$ cat src/rtl/pipeline_sequencer.sv
// pipeline_sequencer: debug run/step/halt and hazard sequencing for the
// 5-stage core; drives per-stage write/flush controls.
//
// Ports:
//   i_clk, i_rst_n (async, active low)
//   i_start/i_step/i_stop     debug command pulses
//   i_load_use_stall          load-use hazard (ID)
//   i_branch_taken            taken branch/jump (ID)
//   i_muldiv_start            mul/div in EX
//   i_halt                    HALT retiring in WB
//   o_*_write / o_*_flush     stage register controls
//   o_muldiv_done, o_halted, o_state
//   o_stall_cnt, o_flush_cnt  saturating perf counters
//
// Optional: PIPE_SEQ_PERF_EN builds the perf counters; without it
// both counter outputs are tied to zero.
//
// A register being flushed loads a NOP through its flush input, so its
// write enable is held low in that cycle: write and flush of the same
// register are never asserted together.
module pipeline_sequencer #(
  parameter int MULDIV_LAT = 32,
  parameter int CNT_W      = 16
) (
  input  logic             i_clk,
  input  logic             i_rst_n,
  input  logic             i_start,
  input  logic             i_step,
  input  logic             i_stop,
  input  logic             i_load_use_stall,
  input  logic             i_branch_taken,
  input  logic             i_muldiv_start,
  input  logic             i_halt,
  output logic             o_pc_write,
  output logic             o_if_id_write,
  output logic             o_if_id_flush,
  output logic             o_id_ex_write,
  output logic             o_id_ex_flush,
  output logic             o_ex_mem_write,
  output logic             o_ex_mem_flush,
  output logic             o_mem_wb_write,
  output logic             o_muldiv_done,
  output logic             o_halted,
  output logic [2:0]       o_state,
  output logic [CNT_W-1:0] o_stall_cnt,
  output logic [CNT_W-1:0] o_flush_cnt
);

  typedef enum logic [2:0] {
    IDLE   = 3'd0,
    RUN    = 3'd1,
    STEP   = 3'd2,
    MULDIV = 3'd3,
    HALTED = 3'd4
  } state_t;

  // Entry cycle plus MULDIV cycles counting LOAD..0 gives MULDIV_LAT.
  localparam logic [7:0] LOAD = 8'(MULDIV_LAT - 2);

  state_t     state;
  state_t     state_nxt;
  logic [7:0] count;
  logic [7:0] count_nxt;

  logic active;
  logic halt_hit;
  logic md_hit;
  logic stall_hit;
  logic flush_hit;

  assign active = (state == RUN) || (state == STEP);

  // One-hot priority resolution for RUN/STEP cycles.
  always_comb begin
    halt_hit  = active & i_halt;
    md_hit    = active & ~i_halt & i_muldiv_start;
    stall_hit = active & ~i_halt & ~i_muldiv_start
              & i_load_use_stall;
    flush_hit = active & ~i_halt & ~i_muldiv_start
              & ~i_load_use_stall & i_branch_taken;
  end

  always_comb begin
    o_pc_write     = 1'b0;
    o_if_id_write  = 1'b0;
    o_if_id_flush  = 1'b0;
    o_id_ex_write  = 1'b0;
    o_id_ex_flush  = 1'b0;
    o_ex_mem_write = 1'b0;
    o_ex_mem_flush = 1'b0;
    o_mem_wb_write = 1'b0;
    o_muldiv_done  = 1'b0;
    o_halted       = 1'b0;
    state_nxt      = state;
    count_nxt      = count;
    unique case (state)
      IDLE: begin
        if (i_start) state_nxt = RUN;
        else if (i_step) state_nxt = STEP;
      end
      RUN, STEP: begin
        unique case (1'b1)
          halt_hit: begin
            state_nxt = HALTED;
          end
          md_hit: begin
            o_ex_mem_flush = 1'b1;
            o_mem_wb_write = 1'b1;
            count_nxt      = LOAD;
            state_nxt      = MULDIV;
          end
          stall_hit: begin
            o_id_ex_flush  = 1'b1;
            o_ex_mem_write = 1'b1;
            o_mem_wb_write = 1'b1;
          end
          flush_hit: begin
            o_pc_write     = 1'b1;
            o_if_id_flush  = 1'b1;
            o_id_ex_write  = 1'b1;
            o_ex_mem_write = 1'b1;
            o_mem_wb_write = 1'b1;
          end
          default: begin
            o_pc_write     = 1'b1;
            o_if_id_write  = 1'b1;
            o_id_ex_write  = 1'b1;
            o_ex_mem_write = 1'b1;
            o_mem_wb_write = 1'b1;
          end
        endcase
        if (!halt_hit && !md_hit) begin
          if (state == STEP || i_stop)
            state_nxt = IDLE;
        end
      end
      MULDIV: begin
        if (count == 8'd0) begin
          o_muldiv_done  = 1'b1;
          o_pc_write     = 1'b1;
          o_if_id_write  = 1'b1;
          o_id_ex_write  = 1'b1;
          o_ex_mem_write = 1'b1;
          o_mem_wb_write = 1'b1;
          state_nxt      = RUN;
        end else begin
          o_ex_mem_flush = 1'b1;
          o_mem_wb_write = 1'b1;
          count_nxt      = count - 8'd1;
        end
      end
      HALTED: begin
        o_halted = 1'b1;
      end
      default: begin
        state_nxt = IDLE;
      end
    endcase
  end

  always_ff @(posedge i_clk or negedge i_rst_n) begin
    if (!i_rst_n) begin
      state <= IDLE;
      count <= 8'd0;
    end else begin
      state <= state_nxt;
      count <= count_nxt;
    end
  end

  assign o_state = state;

`ifdef PIPE_SEQ_PERF_EN
  localparam logic [CNT_W-1:0] MAX = '1;

  logic [CNT_W-1:0] stall_cnt;
  logic [CNT_W-1:0] flush_cnt;

  always_ff @(posedge i_clk or negedge i_rst_n) begin
    if (!i_rst_n) begin
      stall_cnt <= '0;
      flush_cnt <= '0;
    end else begin
      if (stall_hit && stall_cnt != MAX)
        stall_cnt <= stall_cnt + CNT_W'(1);
      if (flush_hit && flush_cnt != MAX)
        flush_cnt <= flush_cnt + CNT_W'(1);
    end
  end

  assign o_stall_cnt = stall_cnt;
  assign o_flush_cnt = flush_cnt;
`else
  logic unused_hits;
  assign unused_hits = stall_hit | flush_hit;
  assign o_stall_cnt = '0;
  assign o_flush_cnt = '0;
`endif

endmodule

$ cat config.mk
export PLATFORM = sky130hd
export DESIGN_NAME = pipeline_sequencer
export DESIGN_NICKNAME = d
export VERILOG_FILES = /design/src/rtl/pipeline_sequencer.sv
export SDC_FILE = /design/constraint.sdc
export NUM_CORES = 1
export LEC_CHECK = 0
export CORE_ASPECT_RATIO = 1.25
export CORE_UTILIZATION = 35
export DETAILED_ROUTE_END_ITERATION = 10
export PLACE_DENSITY = 0.73
export SETUP_SLACK_MARGIN = 0.15
export SYNTH_ARGS = -nofsm -noshare
export SYNTH_HDL_FRONTEND = slang
export SYNTH_SLANG_ARGS = --single-unit
$ cat constraint.sdc
create_clock -name i_clk -period 1.67 [get_ports i_clk]
set_input_delay 0.334 -clock i_clk [delete_from_list [all_inputs] [get_ports i_clk]]
set_output_delay 0.334 -clock i_clk [all_outputs]
set_load 0.05 [all_outputs]
==> flow_summary.ini, run 1 <==
[outcome]
status = finished with violations
violations = setup timing

[setup_path]
path_class = reg -> out
crit_fanout = 5
critPathArrivalTime_ns = 1.64
crit_path_end_kind = output port
r2r_slack_ns = -0.10
critPathLaunchType = register
crit_required_ns = 1.34

[clocking]
clk_latency_ns = 0.27
root_buffer = clkbuf_4
cts_sinks = 11
clk_path_buf_depth = 2
clk_pin_slew_worst_paths_ns = 0.08
cts_made_buffers = 3
cts_tree = built
h-tree-depth = 1

[sta]
setup_slack_ns = -0.303
layout_worst_path_cycle_share_pct = 118
grt_setup_unrepaired = true
max_clock_freq_mhz = 507
fin_crit_ns = 1.97
setup_tns_ns = -2.23
relSlewSlack_pct = 64.5
fin_skew_ns = 0.0105
slew_violations = 0
final_hold_viol_count = 0
worst_slew_pin_slew_ns = 0.530
setup_viol = 11
whs_ns = 0.409

[logic_synthesis]
netlist_instances = 117
synth_compound_area_share_pct = 11.6
synth.area.mux_share_pct = 3.09
ys_top_cells_by_area = dfrtp_1 28%, buf_4 26%, nor2_1 3.5%
synth_xor_area_share_pct = 0.902
yosys.cell_types.count = 36
synth_area_um2 = 971
yosys.area_share.simple_pct = 23.8
synth_fa_ha_area_share_pct = 1.29
synth_top_family_by_area = buffers and inverters
synth-seq-area-share_pct = 28.4
syn_avg_cell_area_um2 = 8.30
yosysWarnings = 0
synth_top_area_share_pct = 28.4
yosysTopAreaCell = dfrtp_1
yosys_register_bits = 11

[layout]
stdcell_count = 202
layout_commonest_cell = conb_1
area_growth_pct = 77.3
nets = 179
drive_above_1_share_pct = 50.0
num_antenna_cells = 0
mostFrequentLayoutCells = 32 x conb_1, 23 x buf_4, 13 x buf_12

[global_routing]
grt-ovfl-total = 0
antenna_found_initial = 0
grt_pass1_wl_um = 3820
grt_pass1_vias = 914
grt_use_total_pct = 16.6
grt_max_degree = 12

[routing]
drtPass1Iterations = 5
drt_iter0_drc = 8
ant_nets = 0
routed_via_density = 4.51
avgRoutedWirePerCell_um = 12.7
wl_um = 2560
vias = 911
drc = 0

[power_and_ir_drop]
switching_share_pct = 47.3
vdd_drop_max_mv = 0.952
p_leak_nw = 0.770
seqPwrFrac_pct = 18.6
p_clk_share_pct = 7.0
p_sw_mw = 1.21
p_int_mw = 1.35
powerDensity_nw_per_um2 = 1490
comb_power_share_pct = 74.4

[die]
ios = 54
core_area_um2 = 2650
die-area_um2 = 2990
start_util_pct = 36.6
rows = 21
fp.dieW_um = 49.1
die_y_um = 60.9

[place]
place_ws_ns = -0.298
dp.cells = 187
place_congestion = 0.825
io_buffer_count = 21
dp_hpwl_um = 1840

[worst_hold_path]
hp-class = in -> async

[run]
cap_violations = 0
==> logic make-up (layout without fill, tap and decap cells) <==
kind of cell,after synthesis,in the layout
other,1,32
xor gates and xnor gates,1,1
buffers and inverters,43,63
muxes,3,3
AOI/OAI and AO/OA,18,18
and+or+nand+nor,39,39
adders and majority gates,1,1
DFF,11,11
==> metal layers <==
metal | vias to the layer above | share of wire, % | global-route usage (%)
li1 | 441 | - | -
met1 | 431 | 36 | 15.3
met2 | 39 | 59 | 37.2
met3 | 0 | 4.7 | 2.51
met4 | 0 | 0 | 3.78
met5 | - | 0 | 0
==> final cells by class <==
cell class	instances	area, um2
Inverter	6	28.8
Clock inverter	1	5.00
Sequential cell	11	279
Fill cell	222	932
Clock buffer	3	22.5
Timing Repair Buffer	53	613
Multi-Input combinational cell	94	731
Tap cell	34	42.5
==> power groups by stage <==
stage	Sequential [mW]	Combinational [mW]	Clock [mW]
finish	0.476	1.91	0.180
global route	0.487	2.01	0.199
CTS	0.466	1.78	0.186
detailed placement	0.461	1.56	0
global placement	0.453	1.52	0
floorplan	0.550	0.903	0
==> repair_timing <==
action                     in CTS  in global routing
setup buffers                   6                  5
pin swaps                       9                  6
gates resized for setup        23                 14
hold buffers                    0                  0
setup endpoints to repair      17                 18
==> critical path, cell delays in order (launching register included) <==
cell	delay (ns)
dfrtp_1	0.38
inv_2	0.06
ha_4	0.16
nor3b_4	0.16
a211o_4	0.39
nand2_8	0.08
buf_12	0.13
==> synth_stat cells <==
| library cell | number |
|---|---|
| a31o_2 | 1 |
| a31oi_1 | 1 |
| and3_1 | 1 |
| conb_1 | 1 |
| buf_4 | 33 |
| nand4b_1 | 1 |
| nor4_4 | 1 |
| or3_1 | 1 |
| nor3_1 | 2 |
| ha_1 | 1 |
| dfrtp_1 | 11 |
| o311ai_0 | 1 |
| nand3b_1 | 1 |
| nand2_1 | 8 |
| a211o_1 | 1 |
| inv_1 | 6 |
| clkbuf_2 | 1 |
| nor3b_1 | 3 |
| o31ai_1 | 1 |
| xor2_1 | 1 |
| nor4_1 | 1 |
| and4b_1 | 1 |
| a221oi_1 | 1 |
| nand3_1 | 6 |
| o22ai_1 | 1 |
| nand2b_4 | 1 |
| a21oi_1 | 6 |
| nor4b_1 | 1 |
| a211oi_1 | 1 |
| or4_1 | 1 |
| o21ai_0 | 4 |
| mux2i_1 | 3 |
| buf_2 | 2 |
| and3b_1 | 1 |
| nor2_1 | 9 |
| buf_6 | 1 |
==> sequential cells by signal (all words and copies together) (netlist names) <==
register / flops
o_state: 3
count: 8
==> per-stage QoR <==
step	utilization [%]	cell area [um2]	total power [mW]
after CTS	61.2	1620	2.43
final	64.9	1720	2.56
after detailed placement	55.4	1470	2.02
after global placement	55.4	1470	1.97
after global routing	64.9	1720	2.70
after floorplan	-	1240	1.45
==> worst paths after layout <==
path / start / endpoint / cells after the start
max: count[1] / o_ex_mem_flush / 6
min: i_rst_n / count[1] / 1
max reg2reg: count[5] / count[7] / 6
min reg2reg: o_state[2] / o_state[1] / 1
max in group asynchronous: i_rst_n / o_state[2] / 1
min in group i_clk: o_state[2] / o_state[1] / 1
Power figures use the tool's default switching activity.
==> run 2, diff against run 1 <==
- PLACE_DENSITY: 0.73 -> 0.89
==> run 2 against run 1 <==
The run still ends with setup timing left; utilization is 1.1 points higher; flip-flop and latch count stayed put; wire length is 9.2% higher; largest cell class unchanged.
==> flow_summary.ini, run 2 (synthesis gave the netlist of run 1 again) <==
[routing]
vias = 990
ant_nets = 0
avgRoutedWirePerCell_um = 13.6
drt_iter0_drc = 29
routed_via_density = 4.83
wl_um = 2790
drc = 0
drtPass1Iterations = 4

[setup_path]
critPathLaunchType = register
crit_path_end_kind = output port
crit_fanout = 4
critPathArrivalTime_ns = 1.67
path_class = reg -> out
crit_required_ns = 1.34

[die]
ios = 54
die_y_um = 60.9
die-area_um2 = 2990
core_area_um2 = 2650
rows = 21
start_util_pct = 36.6
fp.dieW_um = 49.1

[place]
io_buffer_count = 21
place_congestion = 0.807
dp_hpwl_um = 1750
placed_area_um2 = 1450
dp.cells = 184

[sta]
setup_tns_ns = -2.32
worst_slew_pin_slew_ns = 0.506
fin_crit_ns = 2.00
grt_setup_unrepaired = true
relSlewSlack_pct = 66.2
layout_worst_path_cycle_share_pct = 120
fin_skew_ns = 0.000495
final_hold_viol_count = 0
setup_viol = 11
max_clock_freq_mhz = 499
slew_violations = 0
setup_slack_ns = -0.334

[layout]
drive_above_1_share_pct = 53.2
layout_commonest_cell = conb_1
area_growth_pct = 80.3
largest_reg_flops = 8
fin_util_pct = 66.0
stdcell_count = 205
nets = 182
mostFrequentLayoutCells = 32 x conb_1, 27 x buf_4, 12 x buf_12
num_antenna_cells = 0
largest-register = count
final_area_um2 = 1750

[clocking]
cts_made_buffers = 3
clk_path_buf_depth = 2
h-tree-depth = 1
clk_pin_slew_worst_paths_ns = 0.07
cts_sinks = 11
cts_tree = built
root_buffer = clkbuf_4
clk_latency_ns = 0.27
hold_buffers = 0

[power_and_ir_drop]
vdd_drop_max_mv = 0.826
total_power_mw = 2.63
powerDensity_nw_per_um2 = 1500
p_leak_nw = 0.783

[global_routing]
grt_pass1_vias = 864
grt_pass1_wl_um = 3880
grt-ovfl-total = 0
grt_max_degree = 12
grt_use_total_pct = 16.8
antenna_found_initial = 0

[worst_hold_path]
hp-class = in -> async

[outcome]
violations = setup timing
status = finished with violations

[run]
cap_violations = 0
[run 2: routing by layer]
metal	part of all wire (%)	vias to the layer above	track usage [%]	wire, um
met3	5.2	7	1.50	144
met1	39	485	19.5	1090
met4	2.0	0	7.56	55
met5	0	-	0	0
met2	54	48	31.5	1500
li1	-	450	-	-
[run 2: path summary, 6_finish.rpt]
check	startpoint	endpoint	slack [ns]	cells past startpoint
worst max-delay path	count[0]	o_id_ex_write	-0.33	6
worst min-delay path	i_rst_n	count[7]	0.40	1
worst max register to register	count[0]	count[5]	-0.10	7
worst min register to register	count[3]	count[3]	0.52	1
max in group asynchronous	i_rst_n	o_state[0]	0.91	1
min in group i_clk	count[3]	count[3]	0.52	1
[run 2: report_power, final]
part / total [mW] / switching [mW] / internal, mW
combinational: 1.98 / 1.04 / 0.938
sequential: 0.472 / 0.114 / 0.358
clock: 0.187 / 0.0942 / 0.0925
[run 2: repair_timing]
action | CTS | global route
resized for setup | 24 | 19
endpoints found under the setup margin | 17 | 19
pin swaps | 11 | 4
setup buffers | 8 | 9
[run 2: worst max-delay path, cell delays in order (launching register included)]
cell and delay, ns:
dfrtp_1 0.40, inv_2 0.08, ha_4 0.13, nor3b_4 0.28, nand3_4 0.19, o21ai_4 0.15, buf_12 0.16
[run 2: layout make-up]
class                           count  area, um2
Multi-Input combinational cell     94        741
Tap cell                           34       42.5
Fill cell                         200        903
Inverter                            6       33.8
Timing Repair Buffer               56        626
Clock buffer                        4       26.3
Sequential cell                    11        282
[run 2: through the flow]
step                hold WS (ns)  setup WS (ns)
global placement           0.550         -0.220
global route               0.434         -0.399
detailed placement         0.564         -0.265
CTS                        0.422         -0.301
floorplan                 0.0384         -0.495
finish                     0.398         -0.334
==> run 3, diff against run 2 <==
--- a/config.mk
+++ b/config.mk
@@ -6,8 +6,10 @@
 export NUM_CORES = 1
 export LEC_CHECK = 0
+export CELL_PAD_IN_SITES_DETAIL_PLACEMENT = 0
+export CELL_PAD_IN_SITES_GLOBAL_PLACEMENT = 1
 export CORE_ASPECT_RATIO = 1.25
-export CORE_UTILIZATION = 35
+export CORE_UTILIZATION = 24
 export DETAILED_ROUTE_END_ITERATION = 10
-export PLACE_DENSITY = 0.89
+export PLACE_DENSITY = 0.88
 export SETUP_SLACK_MARGIN = 0.15
 export SYNTH_ARGS = -nofsm -noshare
==> constraint.sdc (replaced) <==
create_clock -name i_clk -period 1.67 [get_ports i_clk]
set_input_delay 0.334 -clock i_clk [delete_from_list [all_inputs] [get_ports i_clk]]
set_output_delay 0.334 -clock i_clk [all_outputs]
set_load 0.02 [all_outputs]
==> run 3 against run 2 <==
The run still ends with setup timing left; worst setup slack better by 0.14 ns; first-iteration DRC count grew 34%; non-clock buffer count up 4; critical path depth unchanged; register-to-register slack improved by 0.06 ns; utilization shrank 24 points; combinational power is 29% lower; via count down 6.6%; cell count increased by 12%; largest cell class unchanged; wire length decreased by 5.7%.
==> flow_summary.ini, run 3 (synthesis gave the netlist of run 1 again) <==
[global_routing]
grt.met3_usage_pct = 3.01
antenna_found_initial = 0
grt-busiest-layer = met2
grt-ovfl-total = 0
grt_max_degree = 12
grt_pass1_vias = 865
grtUsageMet2_pct = 22.6
grt_pass1_wl_um = 3830
met1_usage_pct = 12.1
grt_use_total_pct = 12.2

[sta]
setup_slack_ns = -0.192
layout_worst_path_cycle_share_pct = 111
max_clock_freq_mhz = 537
relSlewSlack_pct = 64.2
fin_skew_ns = 0.00250
grt_setup_unrepaired = true
setup_viol = 11
slew_violations = 0
final_hold_viol_count = 0
setup_tns_ns = -1.22
fin_crit_ns = 1.86
worst_slew_pin_slew_ns = 0.535

[die]
fp.dieW_um = 58.9
die_y_um = 73.1
die-area_um2 = 4310
ios = 54
rows = 25
core_area_um2 = 3820
start_util_pct = 25.4

[setup_path]
cp_top_family = simple AND/OR/NAND/NOR gates
slowest_stage = dfrtp_1
path_cells = inv_2 > ha_4 > nor3b_4 > nand3_4 > o31ai_2 > buf_4
crit_fanout = 4
crit_path_end_kind = output port
critPathArrivalTime_ns = 1.53
critPathLaunchType = register
cp_slowest_stage_delay_ns = 0.38
crit_required_ns = 1.34
path_class = reg -> out
r2r_slack_ns = -0.04
path_buf_inv = 2

[layout]
nets = 186
fillers = 375
mostFrequentLayoutCells = 35 x buf_4, 32 x conb_1, 14 x buf_6
num_antenna_cells = 0
drive_above_1_share_pct = 47.4
largest_reg_flops = 8
final_area_um2 = 1600
layout_commonest_cell = buf_4
area_growth_pct = 64.9
largest-register = count

[routing]
vias = 925
drc = 0
wl_um = 2630
routed_via_density = 4.04
avgRoutedWirePerCell_um = 11.5
ant_nets = 0
drtPass1Iterations = 4
drt_iter0_drc = 39

[clocking]
cts_sinks = 11
cts_tree = built
root_buffer = clkbuf_8
clk_path_buf_depth = 2
clk_pin_slew_worst_paths_ns = 0.05
clk_latency_ns = 0.24
cts_made_buffers = 3
h-tree-depth = 1

[power_and_ir_drop]
p_leak_nw = 0.771
vdd_drop_max_mv = 0.348
powerDensity_nw_per_um2 = 1330

[place]
place_congestion = 0.766
io_buffer_count = 21
placed_area_um2 = 1330
place_ws_ns = -0.624
dp_hpwl_um = 1700

[worst_hold_path]
hp-class = in -> async

[outcome]
status = finished with violations
violations = setup timing

[run]
cap_violations = 0
-- run 3: changes by cell type in the layout (fill, tap and decap cells not counted), moves of 3 or more --
| cell | change |
|---|---|
| buf_4 | +8 |
| clkbuf_8 | +3 |
| buf_12 | -12 |
| clkbuf_4 | -3 |
| buf_6 | +6 |
-- run 3: repair_timing --
action | in CTS | in global routing
setup endpoints to repair | 19 | 20
buffers inserted | 9 | 6
pin swaps | 9 | 8
hold buffers | 0 | 0
resized for setup | 87 | 12
-- run 3: per-stage QoR --
step                power, mW  hold WS, ns  utilization [%]  std cells
finish                   2.13        0.446             42.0        229
global route             2.27        0.460             42.0        229
CTS                      1.97        0.453             39.8        223
detailed placement       1.50        0.574             34.9        210
global placement         1.47        0.567             34.9        210
floorplan                1.12       0.0384                -        148
-- run 3: worst reg2reg max path, cell delays in order, from the launching register on --
cell and delay [ns]:
dfrtp_1 0.35, inv_2 0.06, ha_4 0.16, nor3b_4 0.16, a211o_1 0.28, buf_4 0.17
or4_1 0.39, nand2_1 0.07
-- run 3: area by class of cell --
| type | instances | area (um2) | share of cell area, % |
|---|---|---|---|
| Sequential cell | 11 | 279 | 17.4 |
| Inverter | 6 | 27.5 | 1.72 |
| Timing Repair Buffer | 60 | 532 | 33.2 |
| Clock buffer | 4 | 45.0 | 2.81 |
| Multi-Input combinational cell | 94 | 651 | 40.6 |
| Tap cell | 54 | 67.6 | 4.22 |
-- run 3: path summary, 6_finish.rpt --
path / cells after the start / to / startpoint
max: 6 / o_if_id_write / count[0]
max reg2reg: 7 / count[5] / count[0]
max in group asynchronous: 1 / o_state[0] / i_rst_n
min: 1 / count[6] / i_rst_n
min reg2reg: 2 / count[5] / count[5]
min in group i_clk: 2 / count[5] / count[5]
-- run 3: power breakdown --
group	internal, mW	switching [mW]
combinational	0.735	0.677
clock	0.168	0.100
sequential	0.356	0.0923
-- run 3: routing by layer --
| metal | wire [um] | share of wire, % | vias to the layer above |
|---|---|---|---|
| met5 | 0 | 0 | - |
| met1 | 990 | 38 | 430 |
| met4 | 60 | 2.3 | 0 |
| met3 | 128 | 4.9 | 7 |
| li1 | - | - | 451 |
| met2 | 1450 | 55 | 37 |
